`src/rtl/fast_pkg.sv`:
```
// rtl/fast_pkg.sv - shared types and constants for the FAST corner collector
// Record and staging layouts are fixed at DEFAULT_COORD_WIDTH bits per coordinate.
package fast_pkg;

  localparam int DEFAULT_COORD_WIDTH = 10;

  typedef struct packed {
    logic                           last;
    logic                           empty;
    logic [DEFAULT_COORD_WIDTH-1:0] y;
    logic [DEFAULT_COORD_WIDTH-1:0] x;
  } corner_rec_t;

  typedef struct packed {
    logic                           valid;
    logic                           last;
    logic [DEFAULT_COORD_WIDTH-1:0] y;
    logic [DEFAULT_COORD_WIDTH-1:0] x;
  } corner_stg_t;

  // Marker written for a frame that produced no corners at all.
  localparam corner_rec_t CORNER_REC_EMPTY = '{last: 1'b1, empty: 1'b1, y: '0, x: '0};

endpackage

```
`src/rtl/fast_corner_collector_if.sv`:
```
// rtl/fast_corner_collector_if.sv - valid/ready record read port of the corner collector
// The collector drives the master side; the host or DMA engine takes the slave side.
interface fast_corner_collector_if
  import fast_pkg::*;
#(
  parameter int COORD_WIDTH = DEFAULT_COORD_WIDTH
) ();

  logic                   m_valid;
  logic                   m_ready;
  logic [COORD_WIDTH-1:0] m_x;
  logic [COORD_WIDTH-1:0] m_y;
  logic                   m_last;
  logic                   m_empty;

  modport master (
    output m_valid,
    output m_x,
    output m_y,
    output m_last,
    output m_empty,
    input  m_ready
  );

  modport slave (
    input  m_valid,
    input  m_x,
    input  m_y,
    input  m_last,
    input  m_empty,
    output m_ready
  );

endinterface

```
`src/rtl/sync_fifo.sv`:
```
// rtl/sync_fifo.sv - single-clock first-word-fall-through FIFO with full/empty flags
// A write on a full FIFO is still accepted when a read retires the head in the same cycle.
module sync_fifo #(
  parameter int WIDTH = 8,
  parameter int DEPTH = 16
) (
  input  logic             clk,
  input  logic             rst_n,
  input  logic             i_wr_en,
  input  logic [WIDTH-1:0] i_wr_data,
  output logic             o_full,
  input  logic             i_rd_en,
  output logic [WIDTH-1:0] o_rd_data,
  output logic             o_empty
);

  localparam int AW = $clog2(DEPTH);

  logic [WIDTH-1:0] r_mem [DEPTH];
  logic [AW:0]      r_wr_ptr;
  logic [AW:0]      r_rd_ptr;
  logic             w_push;
  logic             w_pop;

  assign o_empty = (r_wr_ptr == r_rd_ptr);
  assign o_full  = (r_wr_ptr[AW] != r_rd_ptr[AW]) &&
                   (r_wr_ptr[AW-1:0] == r_rd_ptr[AW-1:0]);
  assign w_pop   = i_rd_en && !o_empty;
  assign w_push  = i_wr_en && (!o_full || w_pop);

  // Head is gated so the read port shows zeros rather than stale storage while empty.
  assign o_rd_data = o_empty ? '0 : r_mem[r_rd_ptr[AW-1:0]];

  always_ff @(posedge clk) begin
    if (w_push) begin
      r_mem[r_wr_ptr[AW-1:0]] <= i_wr_data;
    end
  end

  always_ff @(posedge clk or negedge rst_n) begin
    if (!rst_n) begin
      r_wr_ptr <= '0;
      r_rd_ptr <= '0;
    end else begin
      if (w_push) begin
        r_wr_ptr <= r_wr_ptr + (AW+1)'(1);
      end
      if (w_pop) begin
        r_rd_ptr <= r_rd_ptr + (AW+1)'(1);
      end
    end
  end

endmodule

```
`src/rtl/fast_corner_collector.sv`:
```
// rtl/fast_corner_collector.sv - stages, frame-tags and buffers FAST corner events (CORNER_COLLECTOR_BOUNDS_CHECK_EN adds a coordinate bounds check)
// One staging slot delays each corner until the next event so the final one can carry last.
module fast_corner_collector
  import fast_pkg::*;
#(
  parameter int COL_NUM     = 30,
  parameter int ROW_NUM     = 20,
  parameter int COORD_WIDTH = DEFAULT_COORD_WIDTH,
  parameter int FIFO_DEPTH  = 16,
  parameter int CNT_WIDTH   = 16
) (
  input  logic                   clk,
  input  logic                   rst_n,
  input  logic                   ce,
  input  logic                   iscorner,
  input  logic [COORD_WIDTH-1:0] x_coord,
  input  logic [COORD_WIDTH-1:0] y_coord,
  input  logic                   eof,
  input  logic                   clr_ovf,
  fast_corner_collector_if.master m_if,
  output logic                   overflow,
  output logic                   range_err,
  output logic [CNT_WIDTH-1:0]   frame_corners,
  output logic [CNT_WIDTH-1:0]   frame_cnt
);

  if (COORD_WIDTH != DEFAULT_COORD_WIDTH || COL_NUM < 1 || ROW_NUM < 1 ||
      COL_NUM >= (1 << COORD_WIDTH) || ROW_NUM >= (1 << COORD_WIDTH)) begin : g_bad_dims
    $error("fast_corner_collector: image size or coordinate width unsupported");
  end

  corner_stg_t          r_stg;
  logic [CNT_WIDTH-1:0] r_run_cnt;
  logic [CNT_WIDTH-1:0] r_frame_corners;
  logic [CNT_WIDTH-1:0] r_frame_cnt;
  logic                 r_overflow;
  logic                 r_range_err;

  logic                 w_range_hit;
  logic                 w_corner;
  logic                 w_eof;
  logic                 w_push_stg;
  logic                 w_push_mark;
  logic                 w_push;
  logic                 w_full;
  logic                 w_empty;
  logic                 w_pop;
  logic                 w_drop;
  logic [CNT_WIDTH-1:0] w_run_next;
  corner_rec_t          w_wr_rec;
  corner_rec_t          w_rd_rec;

`ifdef CORNER_COLLECTOR_BOUNDS_CHECK_EN
  localparam logic [COORD_WIDTH-1:0] X_LIM = COORD_WIDTH'(COL_NUM);
  localparam logic [COORD_WIDTH-1:0] Y_LIM = COORD_WIDTH'(ROW_NUM);

  assign w_range_hit = ce && iscorner && ((x_coord >= X_LIM) || (y_coord >= Y_LIM));
`else
  assign w_range_hit = 1'b0;
`endif

  // A rejected corner behaves as if no corner arrived; a coincident eof still closes the frame.
  assign w_corner    = ce && iscorner && !w_range_hit;
  assign w_eof       = ce && eof;
  assign w_push_stg  = r_stg.valid && (r_stg.last || w_corner || w_eof);
  assign w_push_mark = w_eof && !w_corner && !r_stg.valid;
  assign w_push      = w_push_stg || w_push_mark;
  assign w_pop       = !w_empty && m_if.m_ready;
  assign w_drop      = w_push && w_full && !w_pop;
  assign w_run_next  = (w_corner && (r_run_cnt != '1)) ? r_run_cnt + CNT_WIDTH'(1) : r_run_cnt;

  always_comb begin
    w_wr_rec = CORNER_REC_EMPTY;
    if (w_push_stg) begin
      w_wr_rec.last  = r_stg.last || (w_eof && !w_corner);
      w_wr_rec.empty = 1'b0;
      w_wr_rec.y     = r_stg.y;
      w_wr_rec.x     = r_stg.x;
    end
  end

  sync_fifo #(
    .WIDTH ($bits(corner_rec_t)),
    .DEPTH (FIFO_DEPTH)
  ) u_fifo (
    .clk       (clk),
    .rst_n     (rst_n),
    .i_wr_en   (w_push),
    .i_wr_data (w_wr_rec),
    .o_full    (w_full),
    .i_rd_en   (m_if.m_ready),
    .o_rd_data (w_rd_rec),
    .o_empty   (w_empty)
  );

  always_ff @(posedge clk or negedge rst_n) begin
    if (!rst_n) begin
      r_stg           <= '0;
      r_run_cnt       <= '0;
      r_frame_corners <= '0;
      r_frame_cnt     <= '0;
      r_overflow      <= 1'b0;
      r_range_err     <= 1'b0;
    end else begin
      // The detector cannot be stalled, so staging advances even when the write is dropped.
      if (w_corner) begin
        r_stg <= '{valid: 1'b1, last: w_eof, y: y_coord, x: x_coord};
      end else if (w_push_stg) begin
        r_stg.valid <= 1'b0;
      end

      if (w_eof) begin
        r_frame_corners <= w_run_next;
        r_run_cnt       <= '0;
        r_frame_cnt     <= r_frame_cnt + CNT_WIDTH'(1);
      end else begin
        r_run_cnt <= w_run_next;
      end

      if (w_drop) begin
        r_overflow <= 1'b1;
      end else if (clr_ovf) begin
        r_overflow <= 1'b0;
      end

      if (w_range_hit) begin
        r_range_err <= 1'b1;
      end else if (clr_ovf) begin
        r_range_err <= 1'b0;
      end
    end
  end

  assign m_if.m_valid  = !w_empty;
  assign m_if.m_x      = w_rd_rec.x;
  assign m_if.m_y      = w_rd_rec.y;
  assign m_if.m_last   = w_rd_rec.last;
  assign m_if.m_empty  = w_rd_rec.empty;
  assign overflow      = r_overflow;
  assign range_err     = r_range_err;
  assign frame_corners = r_frame_corners;
  assign frame_cnt     = r_frame_cnt;

endmodule

```
`src/flat_wrapper.sv`:
```
// flat-port wrapper written by rule: the top's interface ports become plain ports
module fast_corner_collector_flat import fast_pkg::*;
#(
  parameter int COL_NUM     = 30,
  parameter int ROW_NUM     = 20,
  parameter int COORD_WIDTH = DEFAULT_COORD_WIDTH,
  parameter int FIFO_DEPTH  = 16,
  parameter int CNT_WIDTH   = 16
)
  (clk, rst_n, ce, iscorner, x_coord, y_coord, eof, clr_ovf, overflow, range_err, frame_corners, frame_cnt, m_if_m_valid, m_if_m_x, m_if_m_y, m_if_m_last, m_if_m_empty, m_if_m_ready);
  fast_corner_collector_if #(.COORD_WIDTH(COORD_WIDTH)) m_if_i ();
  input  logic clk;
  input  logic rst_n;
  input  logic ce;
  input  logic iscorner;
  input  logic [COORD_WIDTH-1:0] x_coord;
  input  logic [COORD_WIDTH-1:0] y_coord;
  input  logic eof;
  input  logic clr_ovf;
  output logic overflow;
  output logic range_err;
  output logic [CNT_WIDTH-1:0] frame_corners;
  output logic [CNT_WIDTH-1:0] frame_cnt;
  output wire logic [$bits(m_if_i.m_valid)-1:0] m_if_m_valid;
  output wire logic [$bits(m_if_i.m_x)-1:0] m_if_m_x;
  output wire logic [$bits(m_if_i.m_y)-1:0] m_if_m_y;
  output wire logic [$bits(m_if_i.m_last)-1:0] m_if_m_last;
  output wire logic [$bits(m_if_i.m_empty)-1:0] m_if_m_empty;
  input wire logic [$bits(m_if_i.m_ready)-1:0] m_if_m_ready;
  assign m_if_m_valid = m_if_i.m_valid;
  assign m_if_m_x = m_if_i.m_x;
  assign m_if_m_y = m_if_i.m_y;
  assign m_if_m_last = m_if_i.m_last;
  assign m_if_m_empty = m_if_i.m_empty;
  assign m_if_i.m_ready = m_if_m_ready;
  fast_corner_collector #(.COL_NUM(COL_NUM), .ROW_NUM(ROW_NUM), .COORD_WIDTH(COORD_WIDTH), .FIFO_DEPTH(FIFO_DEPTH), .CNT_WIDTH(CNT_WIDTH)) u_core (.clk(clk), .rst_n(rst_n), .ce(ce), .iscorner(iscorner), .x_coord(x_coord), .y_coord(y_coord), .eof(eof), .clr_ovf(clr_ovf), .m_if(m_if_i), .overflow(overflow), .range_err(range_err), .frame_corners(frame_corners), .frame_cnt(frame_cnt));
endmodule
```
`config.mk`:
```
export PLATFORM = sky130hd
export DESIGN_NAME = fast_corner_collector_flat
export DESIGN_NICKNAME = d
export VERILOG_FILES = /design/src/rtl/fast_pkg.sv /design/src/rtl/fast_corner_collector_if.sv /design/src/rtl/sync_fifo.sv /design/src/rtl/fast_corner_collector.sv /design/src/flat_wrapper.sv
export SDC_FILE = /design/constraint.sdc
export NUM_CORES = 1
export LEC_CHECK = 0
export CORE_MARGIN = 2
export CORE_UTILIZATION = 60
export DETAILED_ROUTE_END_ITERATION = 10
export GPL_ROUTABILITY_DRIVEN = 0
export PLACE_DENSITY = 0.79
export SETUP_SLACK_MARGIN = 0.1
export SYNTH_ARGS = -nofsm -noshare
export SYNTH_HDL_FRONTEND = slang
export SYNTH_SLANG_ARGS = --single-unit
```
`constraint.sdc`:
```
create_clock -name clk -period 4.1 [get_ports clk]
set_input_delay 0.41 -clock clk [delete_from_list [all_inputs] [get_ports clk]]
set_output_delay 0.41 -clock clk [all_outputs]
set_load 0.02 [all_outputs]
```
==> metrics.md <==
| Metric | Value |
|---|---|
| Share of cells above drive strength 1 | ~21% |
| Nets | approximately 1100 |
| Startpoint Class | flop |
| Slew @ Worst Pin | 0.9757 ns |
| Clock buffer count from CTS | 43 |
| Routed wire length | 34930 um |
| Gr usage total | between 20% and 30% |
| Number of global-route vias before repair | 9176 |
| Synth Cell Area | between 15000 and 20000 um^2 |
| Core Util, Final | between 70% and 80% |
| Worst VDD drop | between 300 and 400 uV |
| #FFs+latches synth | between 400 and 500 |
| Core area | around 29000 um^2 |
| PortBufs | 82 |
| Iter 0 DRT Violations | around 760 |
| Area grow syn2layout | 15.88% |
| Post-route setup slack | between 0.2 and 0.3 ns |
| Routed vias/inst | approximately 6.1 |
| Die Width | ~170 um |
| Worst-case reg-to-reg path depth | 6 |
| Final Instance Count excl. Fillers | 1450 |
| WL/cell | approximately 24 um |
| Die ar. | between 30000 and 40000 um^2 |
| Slew Viols, Final | 0 |
| Power Density | ~660 nW/um^2 |
| WP data arrival | about 3.4 ns |
| Syn Inst Count | 925 |
| Outcome | complete, no violations |
| Sequential share of the synthesized area | between 70% and 80% |
| TritonRoute pass-1 iters | 5 |
| Antenna viol nets, final | 0 |
| DRC viols | 0 |
| Pre-CTS setup slack | 0.7104 ns |
| Synth unique cells | 42 |
| Leakage | slightly below 7 nW |
| Starting Density | roughly 61% |
| Slew margin rel. | a little over a third |
| Setup tns final | 0 ns |
| Cells after DPL | approximately 1400 |
| # rows | 62 |
| Post-detailed-placement half-perimeter wirelength | about 19000 um |
| Initial antenna violation count | 0 |
| Setup Buffers After CTS | 0 |
| I/O Pins | 84 |
| Antenna cells | 0 |
| Most frequent cells in the layout | edfxtp_1 (352), mux4_2 (88), clkdlybuf4s50_1 (81) |
| Root Driver | clkbuf_16 |
| Syn avg cell area | around 19 um^2 |
| Fin crit period | 3.818 ns |
| FMAX | roughly 260 MHz |
| Clock Latency Late Sink | between 0.5 and 0.6 ns |
| Fin crit share | a little over 90% |
| Worst min-delay path class | in2async |
| Syn Nets | around 960 |
| Hold Violations, Final | 0 |
| CP Class | reg2out |
| Clk pin slew, worst setup/hold paths | ~0.060 ns |
| Post-Layout Inst Area | 20060 um^2 |
| Largest net degree at the start of global routing | ~70 |
| CP max FO | 33 |
| First-pass GRT wire length | 53860 um |
| Setup violations, final | 0 |
| DR vias | just under 9000 |
| Endpoint class of the critical path | output port |
| Most common cell after layout, fill and taps aside | edfxtp_1 |
| Required time of the worst setup path | ~3.7 ns |
| H-tree depth | 2 |
| TritonCTS clock tree | done |
| CTS Buffer Depth | 3 |
| Fin Clk Skew | 0.008148 ns |
| Clk sinks | 433 |
| Yosys Warn Count | 0 |
| Max Cap Viol | 0 |
| Fill count | 1779 |
| RSZ-0062 raised after global routing | false |
| Grt ovf | 0 |
| Placed cell area | 18610 um^2 |
| Die height | between 150 and 200 um |
## logic make-up (layout without fill, tap and decap cells)
| kind of cell | Yosys count | after routing | share of synthesized area (%) |
|---|---|---|---|
| other cells | 1 | 1 | 0.02167 |
| mux | 133 | 133 | 14.21 |
| simple gates | 174 | 174 | 5.480 |
| flops | 433 | 433 | 72.78 |
| compound gates | 81 | 81 | 3.137 |
| buf+inv | 58 | 199 | 1.901 |
| xor+xnor | 38 | 38 | 1.966 |
| fa+ha+maj | 7 | 7 | 0.5060 |
## worst paths after layout
check                           slack, ns                        end                      start
worst max-delay path                 0.28                m_if_m_x[5]  u_core.u_fifo.r_rd_ptr[1]
worst min-delay path                 0.42       u_core.frame_cnt[13]                      rst_n
worst max register to register       1.43  u_core.u_fifo.r_mem[9][9]  u_core.u_fifo.r_rd_ptr[0]
worst min register to register       0.48       u_core.frame_cnt[15]       u_core.frame_cnt[15]
max in group asynchronous            2.70           u_core.r_stg[14]                      rst_n
min in group clk                     0.45            u_core.overflow                    clr_ovf
## Yosys cell counts
library cell	count	area, um^2
clkbuf_1	21	78.83
nand3_1	12	60.06
nor4_4	1	21.27
nand2b_1	1	6.260
buf_6	5	56.30
nand4_1	11	68.82
o21ai_1	14	70.07
and3_4	1	11.26
xnor2_2	1	16.27
o2111ai_1	3	26.28
mux2i_1	24	240.2
nand3b_1	1	7.510
buf_4	5	37.54
dfrtp_1	81	2027
nor4_1	1	6.260
o21ai_0	13	65.06
xnor2_1	22	192.7
a31oi_1	1	6.260
and3_1	18	112.6
o211ai_1	3	22.52
nor2_1	26	97.59
conb_1	1	3.750
o31ai_1	1	7.510
nor2b_1	24	150.1
buf_2	17	85.08
a21oi_1	1	5.000
nor3_1	8	40.04
or2_2	1	6.260
edfxtp_1	352	10570
nand4_2	1	12.51
mux2_2	21	236.5
xor2_1	15	131.4
a211oi_1	44	330.3
buf_8	3	45.04
and4_1	6	52.55
mux4_2	88	1982
ha_1	7	87.58
and2_1	25	156.4
buf_1	1	3.750
nand2_1	37	138.9
inv_1	6	22.52
o32a_1	1	10.01
## sequential cells by signal, summed over array words and instances, names as in the netlist
name	cells
u_core.frame_corners	16
u_core.u_fifo.r_mem	352
u_core.overflow	1
u_core.r_stg	22
u_core.r_run_cnt	16
u_core.frame_cnt	16
u_core.u_fifo.r_rd_ptr	5
u_core.u_fifo.r_wr_ptr	5
## metal layers
metal	vias to the layer above	wire length [um]	part of all wire, %	global-route usage (%)
li1	3891	-	-	-
met2	394	17240	49	38.46
met3	71	2732	7.8	4.978
met1	4549	14000	40	32.84
met4	0	952	2.7	7.318
met5	-	0	0	0
## power by group
part / switching (mW) / internal, mW / total, mW
logic: 1.97 / 1.89 / 3.86
clock network: 1.58 / 2.34 / 3.92
registers: 0.338 / 5.19 / 5.52
total: 3.89 / 9.41 / 13.3
## critical path, cell delays in order (launching register included)
cell             delay [ns]
dfrtp_4                0.76
buf_4                  0.51
mux4_2                 0.28
nor2b_1                0.12
a211oi_1               0.07
a211oi_1               0.43
clkdlybuf4s50_1        0.69
## metrics by stage
stage / hold WS [ns] / power, mW
final: 0.4179 / 13.30
after CTS: 0.4460 / 13.41
after global routing: 0.4698 / 13.80
after detailed placement: 0.4620 / 9.486
after floorplan: 0.1144 / 8.212
after global placement: 0.4527 / 9.396
## repair_timing
item	in CTS	in global routing
gates resized for setup	0	1
setup endpoints to repair	0	4
hold buffers	1	0
hold endpoints to repair	41	0
## cell type report
type,count,area [um^2],share of cell area [%]
Multi-Input combinational cell,434,4392,21.90
Inverter,6,22.52,0.1123
Clock buffer,58,1257,6.270
Clock inverter,20,175.2,0.8734
Timing Repair Buffer,115,1122,5.596
Sequential cell,433,12610,62.86
Tap cell,384,480.5,2.396
(Power assumes the default switching activity.)
